**config.mk**
```make
export PLATFORM = sky130hd
export DESIGN_NAME = ttl_74593_sequencer
export DESIGN_NICKNAME = d
export VERILOG_FILES = /design/src/rtl/ttl_74593_sequencer.sv
export SDC_FILE = /design/constraint.sdc
export NUM_CORES = 1
export LEC_CHECK = 0
export CAP_MARGIN = 20
export CORE_MARGIN = 3
export CORE_UTILIZATION = 50
export CTS_CLUSTER_DIAMETER = 120
export DETAILED_ROUTE_END_ITERATION = 6
export GPL_ROUTABILITY_DRIVEN = 0
export GPL_TIMING_DRIVEN = 0
export PLACE_DENSITY = 0.76
export SLEW_MARGIN = 20
export SYNTH_ARGS = -nofsm -noshare
export SYNTH_HDL_FRONTEND = slang
export SYNTH_SLANG_ARGS = --single-unit
```
**constraint.sdc**
```tcl
create_clock -name Clk -period 8 [get_ports Clk]
set_clock_uncertainty 0.2 [all_clocks]
set_input_delay 1.6 -clock Clk [delete_from_list [all_inputs] [get_ports Clk]]
set_output_delay 1.6 -clock Clk [all_outputs]
set_load 0.05 [all_outputs]
```
**src/rtl/ttl_74593_sequencer.sv**
```systemverilog
// ----------------------------------------------------------------------------
// ttl_74593_sequencer
//
// Command-driven controller for one 74593 counter/register package sharing a
// tri-state bus. Single-cycle commands (clear, load, increment-by-N, read) are
// expanded into ordered pin sequences. A shadow copy of the counter is kept
// and every read-back is compared against it.
//
// Ports:
//   Clk, Reset          clock; asynchronous active-high reset
//   Cmd[1:0]            00 clear, 01 load, 10 increment, 11 read
//   Cmd_valid/ready     command handshake (accepted when both high at Clk edge)
//   Load_data           load value, sampled at accept
//   Incr_count          number of increments, sampled at accept
//   Done                one-cycle completion pulse
//   Rd_data             value captured by the last read
//   Mismatch            with Done of a read: Rd_data differs from valid shadow
//   Bus_in              counter Q as seen on the shared bus
//   CCK..G_bar, inQ     registered drives for the 74593 pins
// ----------------------------------------------------------------------------
module ttl_74593_sequencer #(
   parameter int WIDTH        = 8,
   parameter int PULSE_CYCLES = 1,
   parameter int DRIVE_CYCLES = 2
) (
   input  logic             Clk,
   input  logic             Reset,
   input  logic [1:0]       Cmd,
   input  logic             Cmd_valid,
   output logic             Cmd_ready,
   input  logic [WIDTH-1:0] Load_data,
   input  logic [WIDTH-1:0] Incr_count,
   output logic             Done,
   output logic [WIDTH-1:0] Rd_data,
   output logic             Mismatch,
   input  logic [WIDTH-1:0] Bus_in,
   output logic             CCK,
   output logic             CCKEN,
   output logic             CCKEN_bar,
   output logic             CLOAD_bar,
   output logic             CCLR_bar,
   output logic             RCK,
   output logic             RCKEN_bar,
   output logic             G,
   output logic             G_bar,
   output logic [WIDTH-1:0] inQ
);

   localparam logic [1:0] CMD_CLEAR = 2'b00;
   localparam logic [1:0] CMD_LOAD  = 2'b01;
   localparam logic [1:0] CMD_INCR  = 2'b10;
   localparam logic [1:0] CMD_READ  = 2'b11;

   // The timer holds "cycles remaining minus one" for the timed states.
   localparam int TMAX = (PULSE_CYCLES > DRIVE_CYCLES) ? PULSE_CYCLES : DRIVE_CYCLES;
   localparam int TW   = (TMAX > 1) ? $clog2(TMAX) : 1;

   typedef enum logic [3:0] {
      IDLE, CLR, LD_SETUP, LD_RCK, LD_CNT, INC_HI, INC_LO, DRIVE, TURN, DONE
   } state_t;

   state_t           state_q, state_d;
   logic [WIDTH-1:0] data_q, data_d;
   logic [WIDTH-1:0] incr_q, incr_d;
   logic [WIDTH-1:0] rem_q, rem_d;
   logic [TW-1:0]    timer_q, timer_d;
   logic [WIDTH-1:0] shadow_q, shadow_d;
   logic             shadow_valid_q, shadow_valid_d;
   logic [WIDTH-1:0] rd_data_q, rd_data_d;
   logic             mismatch_q, mismatch_d;

   logic             cck_q, cck_d;
   logic             ccken_q, ccken_d;
   logic             ccken_bar_q, ccken_bar_d;
   logic             cload_bar_q, cload_bar_d;
   logic             cclr_bar_q, cclr_bar_d;
   logic             rck_q, rck_d;
   logic             rcken_bar_q, rcken_bar_d;
   logic             g_q, g_d;
   logic             g_bar_q, g_bar_d;
   logic [WIDTH-1:0] inq_q, inq_d;
   logic             done_q, done_d;
   logic             cmd_ready_q, cmd_ready_d;

   // ------------------------------------------------------------------------
   // Next-state and datapath
   // ------------------------------------------------------------------------
   always_comb begin
      state_d        = state_q;
      data_d         = data_q;
      incr_d         = incr_q;
      rem_d          = rem_q;
      timer_d        = timer_q;
      shadow_d       = shadow_q;
      shadow_valid_d = shadow_valid_q;
      rd_data_d      = rd_data_q;
      mismatch_d     = 1'b0;

      case (state_q)
         IDLE: begin
            if (Cmd_valid && cmd_ready_q) begin
               data_d = Load_data;
               incr_d = Incr_count;
               case (Cmd)
                  CMD_CLEAR: begin
                     state_d = CLR;
                     timer_d = TW'(PULSE_CYCLES - 1);
                  end
                  CMD_LOAD: state_d = LD_SETUP;
                  CMD_INCR: begin
                     if (Incr_count == '0) begin
                        state_d = DONE;
                     end else begin
                        state_d = INC_HI;
                        rem_d   = Incr_count;
                     end
                  end
                  CMD_READ: begin
                     state_d = DRIVE;
                     timer_d = TW'(DRIVE_CYCLES - 1);
                  end
                  default: state_d = IDLE;
               endcase
            end
         end
         CLR: begin
            if (timer_q == '0) begin
               state_d        = DONE;
               shadow_d       = '0;
               shadow_valid_d = 1'b1;
            end else begin
               timer_d = timer_q - TW'(1);
            end
         end
         LD_SETUP: state_d = LD_RCK;
         LD_RCK: begin
            state_d = LD_CNT;
            timer_d = TW'(PULSE_CYCLES - 1);
         end
         LD_CNT: begin
            if (timer_q == '0) begin
               state_d        = DONE;
               shadow_d       = data_q;
               shadow_valid_d = 1'b1;
            end else begin
               timer_d = timer_q - TW'(1);
            end
         end
         INC_HI: state_d = INC_LO;
         INC_LO: begin
            rem_d = rem_q - WIDTH'(1);
            if (rem_q == WIDTH'(1)) begin
               state_d  = DONE;
               shadow_d = shadow_q + incr_q;   // wraps modulo 2^WIDTH
            end else begin
               state_d = INC_HI;
            end
         end
         DRIVE: begin
            if (timer_q == '0) begin
               // Capture on the edge that ends the last driven cycle.
               rd_data_d = Bus_in;
               state_d   = TURN;
            end else begin
               timer_d = timer_q - TW'(1);
            end
         end
         TURN: begin
            state_d    = DONE;
            mismatch_d = shadow_valid_q && (rd_data_q != shadow_q);
         end
         DONE:    state_d = IDLE;
         default: state_d = IDLE;
      endcase
   end

   // ------------------------------------------------------------------------
   // Pin outputs are decoded from the next state and registered, so each pin
   // is a clean flop output that exactly tracks the current state.
   // ------------------------------------------------------------------------
   always_comb begin
      cck_d       = 1'b0;
      ccken_d     = 1'b0;
      cload_bar_d = 1'b1;
      cclr_bar_d  = 1'b1;
      rck_d       = 1'b0;
      rcken_bar_d = 1'b1;
      g_d         = 1'b0;
      inq_d       = '0;
      done_d      = 1'b0;
      cmd_ready_d = 1'b0;

      case (state_d)
         IDLE:     cmd_ready_d = 1'b1;
         CLR:      cclr_bar_d  = 1'b0;
         LD_SETUP: begin
            inq_d       = data_d;
            rcken_bar_d = 1'b0;
         end
         LD_RCK: begin
            inq_d       = data_d;
            rcken_bar_d = 1'b0;
            rck_d       = 1'b1;
         end
         LD_CNT: begin
            inq_d       = data_d;
            cload_bar_d = 1'b0;
         end
         INC_HI: begin
            ccken_d = 1'b1;
            cck_d   = 1'b1;
         end
         INC_LO:   ccken_d = 1'b1;
         DRIVE:    g_d     = 1'b1;
         DONE:     done_d  = 1'b1;
         default:  cmd_ready_d = 1'b0;
      endcase

      ccken_bar_d = ~ccken_d;
      g_bar_d     = ~g_d;
   end

   always_ff @(posedge Clk or posedge Reset) begin
      if (Reset) begin
         state_q        <= IDLE;
         data_q         <= '0;
         incr_q         <= '0;
         rem_q          <= '0;
         timer_q        <= '0;
         shadow_q       <= '0;
         shadow_valid_q <= 1'b0;
         rd_data_q      <= '0;
         mismatch_q     <= 1'b0;
         cck_q          <= 1'b0;
         ccken_q        <= 1'b0;
         ccken_bar_q    <= 1'b1;
         cload_bar_q    <= 1'b1;
         cclr_bar_q     <= 1'b1;
         rck_q          <= 1'b0;
         rcken_bar_q    <= 1'b1;
         g_q            <= 1'b0;
         g_bar_q        <= 1'b1;
         inq_q          <= '0;
         done_q         <= 1'b0;
         cmd_ready_q    <= 1'b0;
      end else begin
         state_q        <= state_d;
         data_q         <= data_d;
         incr_q         <= incr_d;
         rem_q          <= rem_d;
         timer_q        <= timer_d;
         shadow_q       <= shadow_d;
         shadow_valid_q <= shadow_valid_d;
         rd_data_q      <= rd_data_d;
         mismatch_q     <= mismatch_d;
         cck_q          <= cck_d;
         ccken_q        <= ccken_d;
         ccken_bar_q    <= ccken_bar_d;
         cload_bar_q    <= cload_bar_d;
         cclr_bar_q     <= cclr_bar_d;
         rck_q          <= rck_d;
         rcken_bar_q    <= rcken_bar_d;
         g_q            <= g_d;
         g_bar_q        <= g_bar_d;
         inq_q          <= inq_d;
         done_q         <= done_d;
         cmd_ready_q    <= cmd_ready_d;
      end
   end

   assign Cmd_ready = cmd_ready_q;
   assign Done      = done_q;
   assign Rd_data   = rd_data_q;
   assign Mismatch  = mismatch_q;
   assign CCK       = cck_q;
   assign CCKEN     = ccken_q;
   assign CCKEN_bar = ccken_bar_q;
   assign CLOAD_bar = cload_bar_q;
   assign CCLR_bar  = cclr_bar_q;
   assign RCK       = rck_q;
   assign RCKEN_bar = rcken_bar_q;
   assign G         = g_q;
   assign G_bar     = g_bar_q;
   assign inQ       = inq_q;

endmodule

```
==> metrics.cfg, run 1 <==
[status]
status = complete, no violations

[worst_setup_path]
timing.rr.start = shadow_q[5]$_DFFE_PP0P_
cp_cell_sequence = clkdlybuf4s50_1 > or4_4 > or2_0 > o211a_1 > a41oi_4 > nor2_1
critPathTopFamily = simple AND/OR/NAND/NOR gates
r2r_end = shadow_q[7]$_DFFE_PP0P_
r2r_slack_ns = 5.23
cp_max_fo = 8
crit_type = in -> reg
cp-start-kind = input port
slowest_stage = or4_4
required_ns = 8.01
r2r_cells = 7
max_stage_delay_ns = 0.57
path_buf_inv = 1
arrival_ns = 3.72
end_kind = register

[yosys]
yosysSeqAreaShare_pct = 48.3
synth_edf_count = 0
yosys.area.top_type_share_pct = 44.4
yosysTopAreaCell = dfrtp_1
syn-cell-area_um2 = 3440
ys_warn_count = 0
syn_nets = 356
synth_cell_types = 56
synth_ff_type = dfrtp_1
netlist_instances = 317
avgSynthCellArea_um2 = 10.8
async_flop_share_pct = 100
synth_seq_cells = 66
synthTopCellsByArea = dfrtp_1 44%, mux2_2 7.5%, dfstp_2 3.8%, ha_1 3.3%, xor2_1 2.8%

[cts]
clkLatencyLatePin_ns = 0.34
post_cts.repair.setup_buffers = 0
cts.sinks = 66
cts_buffer_depth = 2
cts_resized = 0
cts_made_buffers = 9
root_buffer = clkbuf_8
tritoncts = yes
holdBufCountCts = 0
path_clk_slew_ns = 0.07
htree_levels = 3

[sta]
setup_viol = 0
fin_crit_sh_pct = 46.3
rsz0062_at_grt = no
min_period_ns = 3.71
hold_viol = 0
max_slew_margin_pct = 32.9
finalSetupTns_ns = 0
fmax_mhz = 270
worst_pin_slew_ns = 0.998
slew_violations = 0

[floorplanning]
num_rows = 29
die_area_um2 = 7900
io_pins = 57
start_util_pct = 52.9
core_um2 = 6490
die_w_um = 88.9
die_h_um = 88.9

[grt]
grt_max_degree = 43
antenna_found_initial = 0
grt_pass1_wl_mm = 12.5
track_usage_pct = 21.1
grt_overflow = 0
first_global_vias = 2587

[cells_and_area]
area_growth_pct = 26.0
drive_above_1_share_pct = 15.6
num-fill-cells = 502
n_antenna_cell = 0
fin_nets = 424
final_common_cell = dfrtp_1
finish.utilization_pct = 66.7
final_cell_mix = 61 x dfrtp_1, 56 x clkdlybuf4s50_1, 25 x nor2_1

[placement]
dpl.hpwl_mm = 5.60
portBuffers = 56

[worst_hold_path]
hold_start = shadow_valid_q$_DFFE_PP0P_
hp-class = reg -> reg
whs_endpoint = shadow_valid_q$_DFFE_PP0P_
holdPathStages = 2

[routing]
dr.pass1.iters = 5
met1_length_mm = 3.41
wl_per_cell_um = 16.4
via_per_inst = 5.77
remaining_drc_errors = 0
highest_layer = met4
wl_met2_mm = 3.57
wl_mm = 7.67
drt_iter0_markers = 179
vias = 2693
route.met3.wl_um = 528
ant_nets = 0

[pwr]
leakagePower_uw = 0.00192
powerDensity_nw_per_um2 = 389
power_uw = 1680
worst_ir_drop_vdd_mv = 0.184

[job]
cap_violations = 0

==> per-layer routing <==
metal	vias to the layer above	track usage [%]
li1	1271	-
met1	1296	28.6
met2	109	32.3
met3	17	5.16
met4	0	9.07
met5	-	0
==> synth_stat cells (all sizes together) (9+ instances only) <==
| cell type | count |
|---|---|
| ha | 9 |
| nand2b | 14 |
| o21ai | 9 |
| nor3 | 9 |
| nor2b | 13 |
| inv | 14 |
| mux2 | 23 |
| dfrtp | 61 |
| a21oi | 13 |
| xor2 | 11 |
| nand2 | 14 |
| nor2 | 25 |
| buf | 9 |
==> area by class of cell <==
class | count | area [um2] | area share, %
Inverter | 14 | 55.1 | 1.27
Multi-Input combinational cell | 223 | 1660 | 38.4
Clock inverter | 3 | 65.1 | 1.50
Timing Repair Buffer | 57 | 581 | 13.4
Buffer | 14 | 63.8 | 1.47
Sequential cell | 66 | 1660 | 38.3
Tap cell | 77 | 96.3 | 2.23
Clock buffer | 13 | 149 | 3.44
==> flip-flops by register name, indices dropped and copies added, names as in the netlist <==
name            flops
Rd_data             8
rem_q               8
CCKEN               1
Done                1
G_bar               1
RCK                 1
CLOAD_bar           1
inQ                 8
RCKEN_bar           1
state_q             4
Cmd_ready           1
incr_q              8
G                   1
shadow_valid_q      1
CCK                 1
Mismatch            1
shadow_q            8
timer_q             1
CCLR_bar            1
CCKEN_bar           1
data_q              8
==> kinds of logic after synthesis <==
family,after synthesis,share of synthesized area (%)
AO/OA/AOI/OAI,66,14.3
XOR/XNOR,14,3.57
adder cells (fa/ha/maj),10,3.86
buffers and inverters,28,3.39
flip-flops,66,48.3
multiplexers,29,9.29
AND/OR/NAND/NOR,104,17.3
==> power breakdown <==
| group | switching, uW | internal [uW] | total [uW] |
|---|---|---|---|
| Clock | 123 | 184 | 307 |
| Combinational | 472 | 347 | 819 |
| Sequential | 99.3 | 458 | 557 |
| Total | 693 | 989 | 1680 |
==> worst register-to-register path, cell delays in order (launching register included) <==
cell      delay [ns]
dfrtp_1         0.43
ha_1            0.30
clkbuf_1        0.28
nand2_1         0.10
nor3_1          0.22
mux2_2          0.38
o211a_1         0.22
or4_1           0.51
==> worst max-delay path by stage <==
stage,from,end,cells after the start
after floorplan,Reset,CCK$_DFF_PP0_,1
after global placement,Reset,rem_q[4]$_DFFE_PP0P_,2
after detailed placement,Incr_count[2],inQ[5]$_DFF_PP0_,6
after CTS,Incr_count[2],inQ[5]$_DFF_PP0_,6
after global routing,Incr_count[2],inQ[5]$_DFF_PP0_,6
final,Incr_count[2],inQ[6]$_DFF_PP0_,6
==> stage by stage <==
stage	hold WS, ns	cells	area (um2)	setup slack, ns
global placement	0.247	450	4090	3.47
finish	0.267	467	4330	4.29
CTS	0.275	467	4330	4.31
detailed placement	0.259	451	4120	3.95
floorplan	0.228	317	3440	4.55
global route	0.314	467	4330	4.25
(Power assumes the default switching activity.)
==> inputs of run 2 (changes only) <==
- clock period: 8 -> 3.55 ns (I/O delays scaled with it)
==> results of run 2 <==
The final DEF is identical to that of run 1. Status: complete, no violations.
Among the figures that moved: setup slack after placement 3.95 ns -> 0.388 ns; setup slack after layout 4.29 ns -> 0.734 ns; register-to-register setup slack 5.23 ns -> 0.78 ns; total power 1680 uW -> 3790 uW; worst IR drop on VDD 0.184 mV -> 0.414 mV
==> inputs of run 3 (changes only) <==
- CORE_UTILIZATION: 50 -> 48
- clock period: 3.55 -> 2.4 ns (I/O delays scaled with it)
==> metrics.cfg, run 3 (synthesis results as in run 1) <==
[worst_setup_path]
required_ns = 2.43
cp-start-kind = input port
cp_max_fo = 8  ; unchanged
end_kind = register
cp_cell_sequence = clkdlybuf4s50_1 > or4_4 > or2_1 > o211a_1 > a41oi_4 > buf_12 > nor2b_1
r2r_slack_ns = 0.07
crit_type = in -> reg
max_stage_delay_ns = 0.49  ; -0.08 ns
timing.rr.start = shadow_q[2]$_DFFE_PP0P_
arrival_ns = 2.40
slowest_stage = clkdlybuf4s50_1
r2r_cells = 6  ; -1
r2r_end = shadow_q[7]$_DFFE_PP0P_

[placement]
portBuffers = 56  ; unchanged
dpl.hpwl_mm = 5.67  ; +1.1%

[grt]
grt_use_met1_pct = 28.0  ; -0.59 points
use_met3_pct = 4.00  ; -1.2 points
grt_max_degree = 51  ; +19%
track_usage_pct = 20.7  ; -0.39 points
first_global_vias = 2597  ; +0.39%
grt.busiest_layer = met2
grtUsageMet2_pct = 32.4  ; +0.11 points
grt_pass1_wl_mm = 13.4  ; +6.8%
grt_overflow = 0  ; unchanged
antenna_found_initial = 0  ; unchanged

[pwr]
power_uw = 5760
worst_ir_drop_vdd_mv = 0.569
leakagePower_uw = 0.00201  ; +4.7%
powerDensity_nw_per_um2 = 1280

[routing]
vias = 2689  ; -0.15%
wl_per_cell_um = 16.3  ; -0.77%
ant_nets = 0  ; unchanged
remaining_drc_errors = 0  ; unchanged
dr.pass1.iters = 5  ; unchanged
via_per_inst = 5.45  ; -5.4%
wl_mm = 8.04  ; +4.8%
drt_iter0_markers = 192  ; +7.3%

[sta]
setup_viol = 0  ; unchanged
min_period_ns = 2.37
fin_crit_sh_pct = 98.6
rsz0062_at_grt = yes
slew_violations = 0  ; unchanged
hold_ws_ns = 0.206  ; -0.0610 ns
max_slew_margin_pct = 58.7  ; +26 points
hold_viol = 0  ; unchanged
worst_pin_slew_ns = 0.617  ; -0.382 ns
fmax_mhz = 423

[floorplanning]
die_area_um2 = 8210  ; +3.9%
die_w_um = 90.6  ; +1.9%
start_util_pct = 50.0  ; -2.9 points
die_h_um = 90.6  ; +1.9%
num_rows = 30  ; +3.4%
core_um2 = 6870  ; +5.8%
io_pins = 57  ; unchanged

[cts]
htree_levels = 3  ; unchanged
tritoncts = yes
cts_buffer_depth = 2  ; unchanged
root_buffer = clkbuf_8
cts.sinks = 66  ; unchanged
cts_made_buffers = 9  ; unchanged
clkLatencyLatePin_ns = 0.35  ; about the same
path_clk_slew_ns = 0.07  ; about the same

[cells_and_area]
fin_nets = 431  ; +1.7%
n_antenna_cell = 0  ; unchanged
final_cell_mix = 59 x dfrtp_1, 50 x clkdlybuf4s50_1, 24 x nor2_1
area_growth_pct = 31.2
final_common_cell = dfrtp_1
drive_above_1_share_pct = 21.2  ; +5.5 points

[status]
status = complete, no violations

[job]
cap_violations = 0  ; unchanged

[worst_hold_path]
hp-class = in -> async

## run 3: repair_timing
item                                    4_1_cts  5_1_grt
setup buffers                                 7        0
endpoints found under the setup margin       10       20
hold buffers                                  0        0
gates resized for setup                       7       16
pin swaps                                     9        7
## run 3: layer usage
metal | wire [um] | vias up | part of all wire (%)
met5 | 0 | - | 0
met4 | 145 | 0 | 1.8
met3 | 407 | 12 | 5.1
met2 | 3780 | 89 | 47
met1 | 3700 | 1306 | 46
li1 | - | 1282 | -
## run 3: area by class of cell
| class | instances | area (um2) |
|---|---|---|
| Fill cell | 527 | 2360 |
| Multi-Input combinational cell | 223 | 1760 |
| Sequential cell | 66 | 1660 |
| Timing Repair Buffer | 64 | 664 |
| Clock buffer | 14 | 163 |
| Tap cell | 96 | 120 |
| Buffer | 14 | 76.3 |
| Inverter | 14 | 55.1 |
| Clock inverter | 2 | 12.5 |
## run 3: how the worst max path moves through the flow
stage,startpoint,end,slack [ns],cells past startpoint
after CTS,Incr_count[5],inQ[5]$_DFF_PP0_,0.02,7
after floorplan,shadow_q[5]$_DFFE_PP0P_,shadow_q[7]$_DFFE_PP0P_,0.002,7
after global placement,Reset,rem_q[3]$_DFFE_PP0P_,-1.0,2
after global routing,incr_q[2]$_DFFE_PP0P_,shadow_q[7]$_DFFE_PP0P_,-0.02,6
final,Incr_count[7],inQ[5]$_DFF_PP0_,0.03,7
after detailed placement,Incr_count[2],inQ[0]$_DFF_PP0_,-0.52,6
## run 3: stage by stage
stage / setup WS [ns] / instances / area (um2) / util (%) / setup TNS [ns]
final: 0.0339 / 493 / 4510 / 65.6 / 0
after global routing: -0.0167 / 493 / 4510 / 65.6 / -0.0167
after CTS: 0.0184 / 493 / 4460 / 65.0 / 0
after detailed placement: -0.519 / 470 / 4180 / 60.9 / -8.35
after global placement: -0.997 / 469 / 4150 / 60.5 / -69.98
after floorplan: 0.00176 / 317 / 3470 / - / 0
## run 3: critical path, delay by kind of cell
family,cells,cell delay [ns]
AND/OR/NAND/NOR,3,0.76
AO/OA/AOI/OAI,2,0.52
buffers and inverters,2,0.64
## run 3: power breakdown
group	switching, uW	internal [uW]	leakage (uW)
sequential	351	1530	0.000827
combinational	1630	1400	0.00110
clock	422	431	0.0000867
total	2410	3360	0.00201
